===== src/rtl/fproc_iface_if.sv =====
// Request/response bus between the core-side fproc bridge and the external function processor.
interface fproc_iface_if #(
    parameter int DATA_WIDTH    = 32,
    parameter int FUNC_ID_WIDTH = 8
);
    logic                     fproc_req_valid;
    logic [FUNC_ID_WIDTH-1:0] fproc_req_id;
    logic                     fproc_req_ack;
    logic                     fproc_resp_valid;
    logic [DATA_WIDTH-1:0]    fproc_resp_data;

    modport master (
        output fproc_req_valid,
        output fproc_req_id,
        input  fproc_req_ack,
        input  fproc_resp_valid,
        input  fproc_resp_data
    );

    modport slave (
        input  fproc_req_valid,
        input  fproc_req_id,
        output fproc_req_ack,
        output fproc_resp_valid,
        output fproc_resp_data
    );
endinterface


===== src/rtl/fproc_iface.sv =====
// Bridges the controller's fproc request strobe to the external function processor,
// with a timeout guard so the controller's wait states can never hang.
module fproc_iface #(
    parameter int DATA_WIDTH     = 32,
    parameter int FUNC_ID_WIDTH  = 8,
    parameter int TIMEOUT_CYCLES = 1024
) (
    input  logic                     clk,
    input  logic                     reset,
    input  logic                     req_stb,
    input  logic [FUNC_ID_WIDTH-1:0] func_id,
    fproc_iface_if.master            fproc,
    output logic                     fproc_ready,
    output logic [DATA_WIDTH-1:0]    fproc_data,
    output logic                     busy,
    output logic                     timeout_err,
    output logic                     overrun_err
);

    localparam bit          TIMEOUT_EN   = (TIMEOUT_CYCLES != 0);
    localparam logic [15:0] TIMEOUT_LAST = TIMEOUT_EN ? 16'(TIMEOUT_CYCLES - 1) : 16'd0;

    typedef enum logic [1:0] {IDLE, REQ, WAIT_RESP, DONE} state_t;

    state_t      state;
    state_t      state_next;
    logic [15:0] timeout_cnt;
    logic        at_limit;
    logic        accept;
    logic        capture;
    logic        timeout_hit;
    logic        req_valid_d;
    logic        ready_d;
    logic        busy_d;

    assign at_limit = TIMEOUT_EN && (timeout_cnt == TIMEOUT_LAST);
    assign accept   = (state == IDLE) && req_stb;

    always_ff @(posedge clk or posedge reset) begin
        if (reset) begin
            state <= IDLE;
        end else begin
            state <= state_next;
        end
    end

    // A response always beats a timeout landing in the same cycle.
    always_comb begin
        state_next  = state;
        capture     = 1'b0;
        timeout_hit = 1'b0;
        case (state)
            IDLE: begin
                if (req_stb) begin
                    state_next = REQ;
                end
            end
            REQ: begin
                if (fproc.fproc_req_ack && fproc.fproc_resp_valid) begin
                    state_next = DONE;
                    capture    = 1'b1;
                end else if (at_limit) begin
                    state_next  = DONE;
                    timeout_hit = 1'b1;
                end else if (fproc.fproc_req_ack) begin
                    state_next = WAIT_RESP;
                end
            end
            WAIT_RESP: begin
                if (fproc.fproc_resp_valid) begin
                    state_next = DONE;
                    capture    = 1'b1;
                end else if (at_limit) begin
                    state_next  = DONE;
                    timeout_hit = 1'b1;
                end
            end
            DONE: begin
                state_next = IDLE;
            end
            default: begin
                state_next = IDLE;
            end
        endcase
    end

    always_comb begin
        req_valid_d = (state_next == REQ);
        ready_d     = (state_next == DONE);
        busy_d      = (state_next != IDLE);
    end

    // Outputs are registered from the next state so they line up with the state they describe.
    always_ff @(posedge clk or posedge reset) begin
        if (reset) begin
            fproc.fproc_req_valid <= 1'b0;
            fproc.fproc_req_id    <= '0;
            fproc_ready           <= 1'b0;
            fproc_data            <= '0;
            busy                  <= 1'b0;
            timeout_err           <= 1'b0;
            overrun_err           <= 1'b0;
            timeout_cnt           <= '0;
        end else begin
            fproc.fproc_req_valid <= req_valid_d;
            fproc_ready           <= ready_d;
            busy                  <= busy_d;
            if (accept) begin
                fproc.fproc_req_id <= func_id;
                timeout_cnt        <= '0;
            end else if (TIMEOUT_EN && ((state == REQ) || (state == WAIT_RESP))) begin
                timeout_cnt <= timeout_cnt + 16'd1;
            end
            if (capture) begin
                fproc_data <= fproc.fproc_resp_data;
            end else if (timeout_hit) begin
                fproc_data <= '0;
            end
            if (timeout_hit) begin
                timeout_err <= 1'b1;
            end
            if (req_stb && (state != IDLE)) begin
                overrun_err <= 1'b1;
            end
        end
    end

endmodule


===== src/flat_wrapper.sv =====
// flat-port wrapper written by rule: the top's interface ports become plain ports
module fproc_iface_flat 
#(
    parameter int DATA_WIDTH     = 32,
    parameter int FUNC_ID_WIDTH  = 8,
    parameter int TIMEOUT_CYCLES = 1024
)
  (clk, reset, req_stb, func_id, fproc_ready, fproc_data, busy, timeout_err, overrun_err, fproc_fproc_req_valid, fproc_fproc_req_id, fproc_fproc_req_ack, fproc_fproc_resp_valid, fproc_fproc_resp_data);
  fproc_iface_if #(.DATA_WIDTH(DATA_WIDTH), .FUNC_ID_WIDTH(FUNC_ID_WIDTH)) fproc_i ();
  input  logic clk;
  input  logic reset;
  input  logic req_stb;
  input  logic [FUNC_ID_WIDTH-1:0] func_id;
  output logic fproc_ready;
  output logic [DATA_WIDTH-1:0] fproc_data;
  output logic busy;
  output logic timeout_err;
  output logic overrun_err;
  output wire logic [$bits(fproc_i.fproc_req_valid)-1:0] fproc_fproc_req_valid;
  output wire logic [$bits(fproc_i.fproc_req_id)-1:0] fproc_fproc_req_id;
  input wire logic [$bits(fproc_i.fproc_req_ack)-1:0] fproc_fproc_req_ack;
  input wire logic [$bits(fproc_i.fproc_resp_valid)-1:0] fproc_fproc_resp_valid;
  input wire logic [$bits(fproc_i.fproc_resp_data)-1:0] fproc_fproc_resp_data;
  assign fproc_fproc_req_valid = fproc_i.fproc_req_valid;
  assign fproc_fproc_req_id = fproc_i.fproc_req_id;
  assign fproc_i.fproc_req_ack = fproc_fproc_req_ack;
  assign fproc_i.fproc_resp_valid = fproc_fproc_resp_valid;
  assign fproc_i.fproc_resp_data = fproc_fproc_resp_data;
  fproc_iface #(.DATA_WIDTH(DATA_WIDTH), .FUNC_ID_WIDTH(FUNC_ID_WIDTH), .TIMEOUT_CYCLES(TIMEOUT_CYCLES)) u_core (.clk(clk), .reset(reset), .req_stb(req_stb), .func_id(func_id), .fproc(fproc_i), .fproc_ready(fproc_ready), .fproc_data(fproc_data), .busy(busy), .timeout_err(timeout_err), .overrun_err(overrun_err));
endmodule

===== config.mk =====
export PLATFORM = sky130hd
export DESIGN_NAME = fproc_iface_flat
export DESIGN_NICKNAME = d
export VERILOG_FILES = /design/src/rtl/fproc_iface_if.sv /design/src/rtl/fproc_iface.sv /design/src/flat_wrapper.sv
export SDC_FILE = /design/constraint.sdc
export NUM_CORES = 1
export LEC_CHECK = 0
export ABC_AREA = 1
export CAP_MARGIN = 25
export CORE_MARGIN = 4
export CORE_UTILIZATION = 42
export DETAILED_ROUTE_END_ITERATION = 6
export HOLD_SLACK_MARGIN = 0.02
export PLACE_DENSITY_LB_ADDON = 0.2
export SLEW_MARGIN = 25
export SYNTH_ARGS = -nofsm -noshare
export SYNTH_HDL_FRONTEND = slang
export SYNTH_SLANG_ARGS = --single-unit

===== constraint.sdc =====
create_clock -name clk -period 1.87 [get_ports clk]
set_clock_uncertainty 0.2 [all_clocks]
set_input_delay 0.2805 -clock clk [delete_from_list [all_inputs] [get_ports clk]]
set_output_delay 0.2805 -clock clk [all_outputs]
set_load 0.01 [all_outputs]

* After elaboration in Yosys (flattened, before gate mapping) *
Index checks and enable logic that the tools add are counted.

storage, ports and cells
  bits in registers = 63

cells by class
  $add $sub $neg = 1
  equality and inequality tests = 6
  muxes and demuxes = 18
  reductions and logical operators = 9

operators with widths
  cell                                                    number
  two-way mux 32 bit                                      2
  two-way mux 16 bit                                      2
  adder 16 x 1 -> 16 bit (second input constant)          1
  equality test 16 x 10 -> 1 bit (second input constant)  1
  two-way mux 2 bit                                       6
  case mux 2 bit (4 select lines)                         1
  nonzero test 2 bit                                      4
  equality test 2 bit (second input constant)             3
  two-way mux 1 bit                                       5
  equality test 2 x 1 -> 1 bit (second input constant)    2
  case mux 1 bit (2 select lines)                         2
  logical AND 1 bit                                       3
  zero test 2 bit                                         1
  logical OR 1 bit                                        1

* Longest topological paths before layout *
Gate-level depths: netlist of the first run.

  depth in word-level cells = 6
  depth in mapped cells = 10
  mapped depth without buffers = 10

* Worst setup path before layout of the first run *
No wires, ideal clock.

  path kind = register to register
  start = register u_core.state[0]
  end = register u_core.fproc_data[22]
  arrival = 1.486 ns
  required time = 1.552 ns
  slack = 0.066 ns
  cell stages (with the launch flop) = 10
  path buffers = 2
  cell sequence = dfrtp_1 > inv_1 > ha_1 > buf_4 > inv_2 > nor2_1 > nand4_4 > buf_6 > nand3_1 > nand2_1

between the ends
  word-level cells in the longest chain between the ends = 3
  elaborated cells on any way between the ends = 6

RTL lines
  what                                                                        RTL line            source
  start: declaration                                                          fproc_iface.sv:25   state_t state;
  start signal: assignment                                                    fproc_iface.sv:43   state <= state_next;
  equality test 2 bit / equality test 2 x 1 -> 1 bit (equally long branches)  fproc_iface.sv:52   case (state)
  case mux 1 bit (2 select lines)                                             fproc_iface.sv:52
  two-way mux 32 bit / nonzero test 2 bit (equally long branches)             --
  end signal: assignment                                                      fproc_iface.sv:115  fproc_data <= fproc.fproc_resp_data;
  end: declaration                                                            fproc_iface.sv:14   output logic [DATA_WIDTH-1:0] fproc_data,

Several ways; a longest one is shown, not always the timed one.
A chain may end at the register's enable or synchronous reset.

* Worst setup path after layout of the first run *
  start = register u_core.state[1]
  end = register u_core.timeout_cnt[15]

between the ends
  word-level cells in the longest chain between the ends = 3
  elaborated cells on any way between the ends = 7

RTL lines
  what                                                                       RTL line                               source
  equality test 2 x 1 -> 1 bit, or another cell as far along                 fproc_iface.sv:111                     end else if (TIMEOUT_EN && ((state == REQ) || (state == WAIT_RESP))) begin
  logical OR 1 bit / logical AND 1 bit (equally long branches)               fproc_iface.sv:111, fproc_iface.sv:37
  nonzero test 2 bit (no line) / two-way mux 16 bit (equally long branches)  --
  end signal: assignment                                                     fproc_iface.sv:112                     timeout_cnt <= timeout_cnt + 16'd1;
  end: declaration                                                           fproc_iface.sv:27                      logic [15:0] timeout_cnt;

Several ways; a longest one is shown, not always the timed one.

==> metrics.cfg, run 1 <==
[min_path]
min-delay-start=u_core.overrun_err
min_to=u_core.overrun_err
min_path_cells=1
hold_path.class=register to register

[drt]
first_pass_iters=5
ant_nets=0
first_iter_violations=105
wl_per_cell_um=13.40
wl_mm=7.051
num_vias=2549
via_per_inst=4.846
drc_errors=0

[clock_tree]
cts_tree=yes
clk_pin_slew_ns=0.07
clockRootBuffer=clkbuf_8
clkSinkCount=63
htreeDepth=3
cts_buffers=9
cts_buffer_depth=2
clkLatencyLatePin_ns=0.33

[worst_setup_path]
crit_type=register to register
crit_path_end_kind=register
rr_endpoint=u_core.timeout_cnt[15]
critical_path_required_ns=1.88
worstSetupStartpoint=u_core.state[1]
arrival_ns=1.80
start_kind=register
rrSetupSlack_ns=0.08
reg2reg_from=u_core.state[1]
crit_path_max_fanout=4
r2r_cells=9

[synthesis]
syn-cell-area_um2=2831
ys_types=29
yosysTopAreaCell=dfrtp_1
avgSynthCellArea_um2=8.477
synthTopCellsByArea=dfrtp_1 (56%), nand2_1 (15%), nand3_1 (7.2%), nor2_1 (3.2%), inv_1 (2.5%)
synth_seq_cells=63
synth_top_area_share_pct=55.68
synth_nets=383
syn_inst=334
synth_seq_area_share_pct=55.68
yosysWarnings=0

[final_layout]
final_common_cell=nand2_1
final_cell_mix=nand2_1 (116), clkdlybuf4s50_1 (89), dfrtp_1 (63)
design_area_um2=4224
fin_cells=526
area_growth_pct=49.18
seqCellArea_um2=1577
fin_nets=493
drive_gt1_share_pct=14.92
utilization_pct=65.40
diodes=0
fill_cells=553
multiInputGateArea_um2=1121

[timing]
slew_headroom_pct=72.55
hold_viol_final=0
tightest_slew_ns=0.4074
min_period_over_period_pct=95.69
max_freq_mhz=558.9
finalSetupViolCount=0
drv_slew=0
finalCriticalPeriod_ns=1.789
finalSetupTns_ns=0

[global_routing]
grt_pass1_wl_mm=12.21
antenna_found_initial=0
grt_usage_pct=18.36
grt_overflow_total=0
grt_start_max_net_pins=55
grt_pass1_vias=2638

[power_and_ir_drop]
ir_drop_mv=0.7502
power.density_nw_per_um2=1489
fin_total_pwr_mw=6.290
p_leak_nw=2.025

[place]
detailed_place.area_um2=3940
hpwl_mm=5.032
port_buffers=89
gp_congestion=0.8641
placed_cells_incl_taps=507

[status]
status=finished clean

[floorplanning]
die_area_um2=8119
core-area_um2=6459
die_h_um=90.11
pin_count=90
initial_core_util_pct=43.84
die_w_um=90.11
row_count=29

[run]
drv_cap=0

[final cells by class]
cell class                 instances  area share [%]
multi-input combinational        233           26.54
tap                               77           2.281
inverter                          26           2.459
clock buffer                      11           3.110
sequential                        63           37.32
timing repair buffer             111           26.33
clock inverter                     5           1.955
[synth_stat cells]
| library cell | count |
|---|---|
| buf_6 | 3 |
| nor2_2 | 2 |
| and3_1 | 1 |
| a21oi_2 | 1 |
| nand2_1 | 116 |
| o21a_1 | 1 |
| ha_1 | 4 |
| nor2_4 | 1 |
| o21ai_1 | 2 |
| dfrtp_1 | 63 |
| nand3_1 | 41 |
| buf_4 | 1 |
| buf_2 | 3 |
| clkbuf_1 | 5 |
| nand4_4 | 1 |
| nand2_2 | 5 |
| nand3_2 | 2 |
| nor3_1 | 2 |
| a31oi_1 | 1 |
| nor2_1 | 24 |
| inv_1 | 19 |
| clkinv_1 | 1 |
| a21o_1 | 1 |
| nand4_1 | 1 |
| inv_2 | 6 |
| xnor2_1 | 1 |
| a31o_2 | 1 |
| o21ai_0 | 12 |
| a21oi_1 | 13 |
[per-stage QoR]
step / setup slack [ns] / hold WS (ns)
2_1_floorplan: 0.06626 / 0.1901
3_3_place_gp: -0.02739 / 0.2414
3_5_place_dp: -0.06678 / 0.2444
4_1_cts: 0.01199 / 0.2606
5_1_grt: -0.008481 / 0.2719
6_report: 0.08063 / 0.2564
[worst max-delay path, cell delays in order, from the launching register on]
cell     delay, ns
dfrtp_1       0.36
inv_2         0.06
ha_4          0.30
inv_4         0.05
nor2_2        0.09
nand4_1       0.20
inv_2         0.14
nand3_2       0.07
o21ai_1       0.14
nor2_1        0.05
[cells by family (layout without fill, tap and decap cells)]
| family | after synthesis | count (layout) | synth area share, % |
|---|---|---|---|
| and+or+nand+nor | 196 | 196 | 30.00 |
| DFF | 63 | 63 | 55.68 |
| buffers and inverters | 38 | 153 | 6.098 |
| AOI/OAI and AO/OA | 32 | 32 | 6.143 |
| adders and majority gates | 4 | 4 | 1.768 |
| xor gates and xnor gates | 1 | 1 | 0.3094 |
[registers in the layout, indices dropped and copies added (netlist names)]
signal / cells
u_core.fproc_data: 32
u_core.timeout_cnt: 16
u_core.fproc.fproc_req_id: 8
u_core.state: 2
u_core.busy: 1
u_core.fproc.fproc_req_valid: 1
u_core.fproc_ready: 1
u_core.overrun_err: 1
u_core.timeout_err: 1
[worst max path at each step]
stage,to,slack (ns),cells after the start
2_1_floorplan,u_core.fproc_data[22],0.07,9
3_3_place_gp,u_core.fproc_data[15],-0.03,9
3_5_place_dp,u_core.fproc_data[21],-0.07,9
4_1_cts,u_core.fproc_data[21],0.01,9
5_1_grt,u_core.timeout_cnt[15],-0.008,9
6_report,u_core.timeout_cnt[15],0.08,9
[routing by layer]
metal  vias to the layer above  global-route usage [%]  part of all wire (%)
met5                         -                       0                     0
met4                         0                   6.760                  0.99
met3                         4                   6.260                   6.9
met2                        73                   28.94                    48
met1                      1187                   23.46                    44
li1                       1285                       -                     -
[power breakdown]
part / leakage [nW] / switching (mW) / total, mW / internal [mW]
combinational: 1.13 / 1.36 / 2.86 / 1.49
sequential: 0.800 / 0.294 / 2.15 / 1.86
clock: 0.0958 / 0.531 / 1.28 / 0.752
[timing repair]
| item | 4_1_cts | 5_1_grt |
|---|---|---|
| setup buffers | 0 | 2 |
| endpoints found under the setup margin | 16 | 38 |
| gates resized for setup | 2 | 13 |
| pin swaps | 1 | 5 |
| hold endpoints to repair | 8 | 0 |
| hold buffers | 1 | 0 |
| gates cloned | 0 | 0 |
No activity file was read; power rests on OpenSTA's default activity.
==> run 2: changes to the inputs <==
Settings changed: TNS_END_PERCENT set to 50.
==> results of run 2 <==
The final DEF is identical to that of run 1; final timing and power are the same.
==> run 3: changes to the inputs <==
Settings changed: RECOVER_POWER set to 25.
==> metrics.cfg, run 3 (synthesized netlist as in run 1, its figures left out) <==
[drt]
first_iter_violations=105
num_vias=2549
via_per_inst=4.846
wl_per_cell_um=13.40
drc_errors=0
first_pass_iters=5
wl_mm=7.050
ant_nets=0

[global_routing]
grt_start_max_net_pins=55
grt_pass1_wl_mm=12.21
grt_pass1_vias=2638
grt_overflow_total=0
antenna_found_initial=0
grt_usage_pct=18.36

[final_layout]
fin_nets=493
regMostFlops=u_core.fproc_data
diodes=0
area_growth_pct=49.09
fill_cells=554
final_common_cell=nand2_1
drive_gt1_share_pct=14.92
final_cell_mix=nand2_1 (116), clkdlybuf4s50_1 (89), dfrtp_1 (63)
design_area_um2=4222
largest_reg_flops=32
biggestRegsByFlops=u_core.fproc_data x32, u_core.timeout_cnt x16, u_core.fproc.fproc_req_id x8

[place]
port_buffers=89
detailed_place.area_um2=3940
pre_cts_ws_ns=-0.06678
hpwl_mm=5.032
gp_congestion=0.8641

[timing]
drv_slew=0
whs_ns=0.2564
worst_slack_ns=0.08063
max_freq_mhz=558.9
min_period_over_period_pct=95.69
finalCriticalPeriod_ns=1.789
hold_viol_final=0
finalSetupViolCount=0
tightest_slew_ns=0.5173
slew_headroom_pct=65.32
finalSetupTns_ns=0

[clock_tree]
clockRootBuffer=clkbuf_8
clkLatencyLatePin_ns=0.33
clk_pin_slew_ns=0.07
cts_buffer_depth=2
cts_tree=yes
cts_buffers=9
htreeDepth=3
clkSinkCount=63

[worst_setup_path]
start_kind=register
arrival_ns=1.80
cpMaxStageDelayCell=dfrtp_1
crit_path_max_fanout=4
max_stage_delay_ns=0.36
crit_path_end_kind=register
crit_type=register to register
cp_cell_sequence=inv_2, ha_4, inv_4, nor2_2, nand4_1, inv_2, nand3_2, o21ai_1, nor2_1
cpMostUsedCell=inv_2
critical_path_required_ns=1.88

[run]
drv_cap=0

[floorplanning]
die_w_um=90.11
die_area_um2=8119
pin_count=90
initial_core_util_pct=43.84
core-area_um2=6459
row_count=29
die_h_um=90.11

[power_and_ir_drop]
p_leak_nw=2.025
ir_drop_mv=0.7502
power.density_nw_per_um2=1490
fin_total_pwr_mw=6.290

[status]
status=finished clean

[min_path]
hold_path.class=register to register

[run 3: changes by cell type in the layout (fill, tap and decap cells not counted)]
cell / before / now
clkinvlp_2: 0 / 1
clkinvlp_4: 4 / 3
[run 3: final cells by class]
cell class	count	area (um^2)	area share, %
Multi-Input combinational cell	233	1121	26.56
Clock inverter	5	82.58	1.956
Inverter	26	101.3	2.401
Sequential cell	63	1577	37.34
Tap cell	77	96.34	2.282
Clock buffer	11	131.4	3.112
Timing Repair Buffer	111	1112	26.35
[run 3: worst paths after layout]
path | from | endpoint | slack, ns | cells past startpoint
min reg2reg | u_core.overrun_err | u_core.overrun_err | 0.26 | 1
max reg2reg | u_core.state[1] | u_core.timeout_cnt[15] | 0.08 | 9
max in group asynchronous | reset | u_core.fproc.fproc_req_valid | 0.21 | 4
min in group asynchronous | reset | u_core.fproc.fproc_req_id[1] | 0.63 | 3
min | u_core.overrun_err | u_core.overrun_err | 0.26 | 1
max | u_core.state[1] | u_core.timeout_cnt[15] | 0.08 | 9
[run 3: metrics by stage]
stage | utilization [%] | std cells
global placement | 61.00 | 507
floorplan | - | 334
CTS | 64.66 | 524
global route | 65.36 | 526
detailed placement | 61.00 | 507
finish | 65.36 | 526
[run 3: critical path, delay by kind of cell (launching register included)]
family | cells | cell delay, ns
adders and majority gates | 1 | 0.30
AOI/OAI and AO/OA | 1 | 0.14
buffers and inverters | 3 | 0.25
DFF | 1 | 0.36
and+or+nand+nor | 4 | 0.41
[run 3: what timing repair did]
item	4_1_cts	5_1_grt
setup endpoints to repair	16	38
hold endpoints to repair	8	0
buffers inserted	0	2
hold buffers	1	0
pin swaps	1	5
resized for setup	2	13
[run 3: where the power goes]
part	internal, mW	total [mW]	switching (mW)
Clock	0.752	1.28	0.531
Combinational	1.49	2.85	1.36
Sequential	1.86	2.15	0.294
[run 3: metal layers]
metal / part of all wire (%) / track usage, % / up-vias
met5: 0 / 0 / -
met4: 0.99 / 6.760 / 0
met3: 6.9 / 6.260 / 4
met2: 48 / 28.94 / 73
met1: 44 / 23.46 / 1187
li1: - / - / 1285
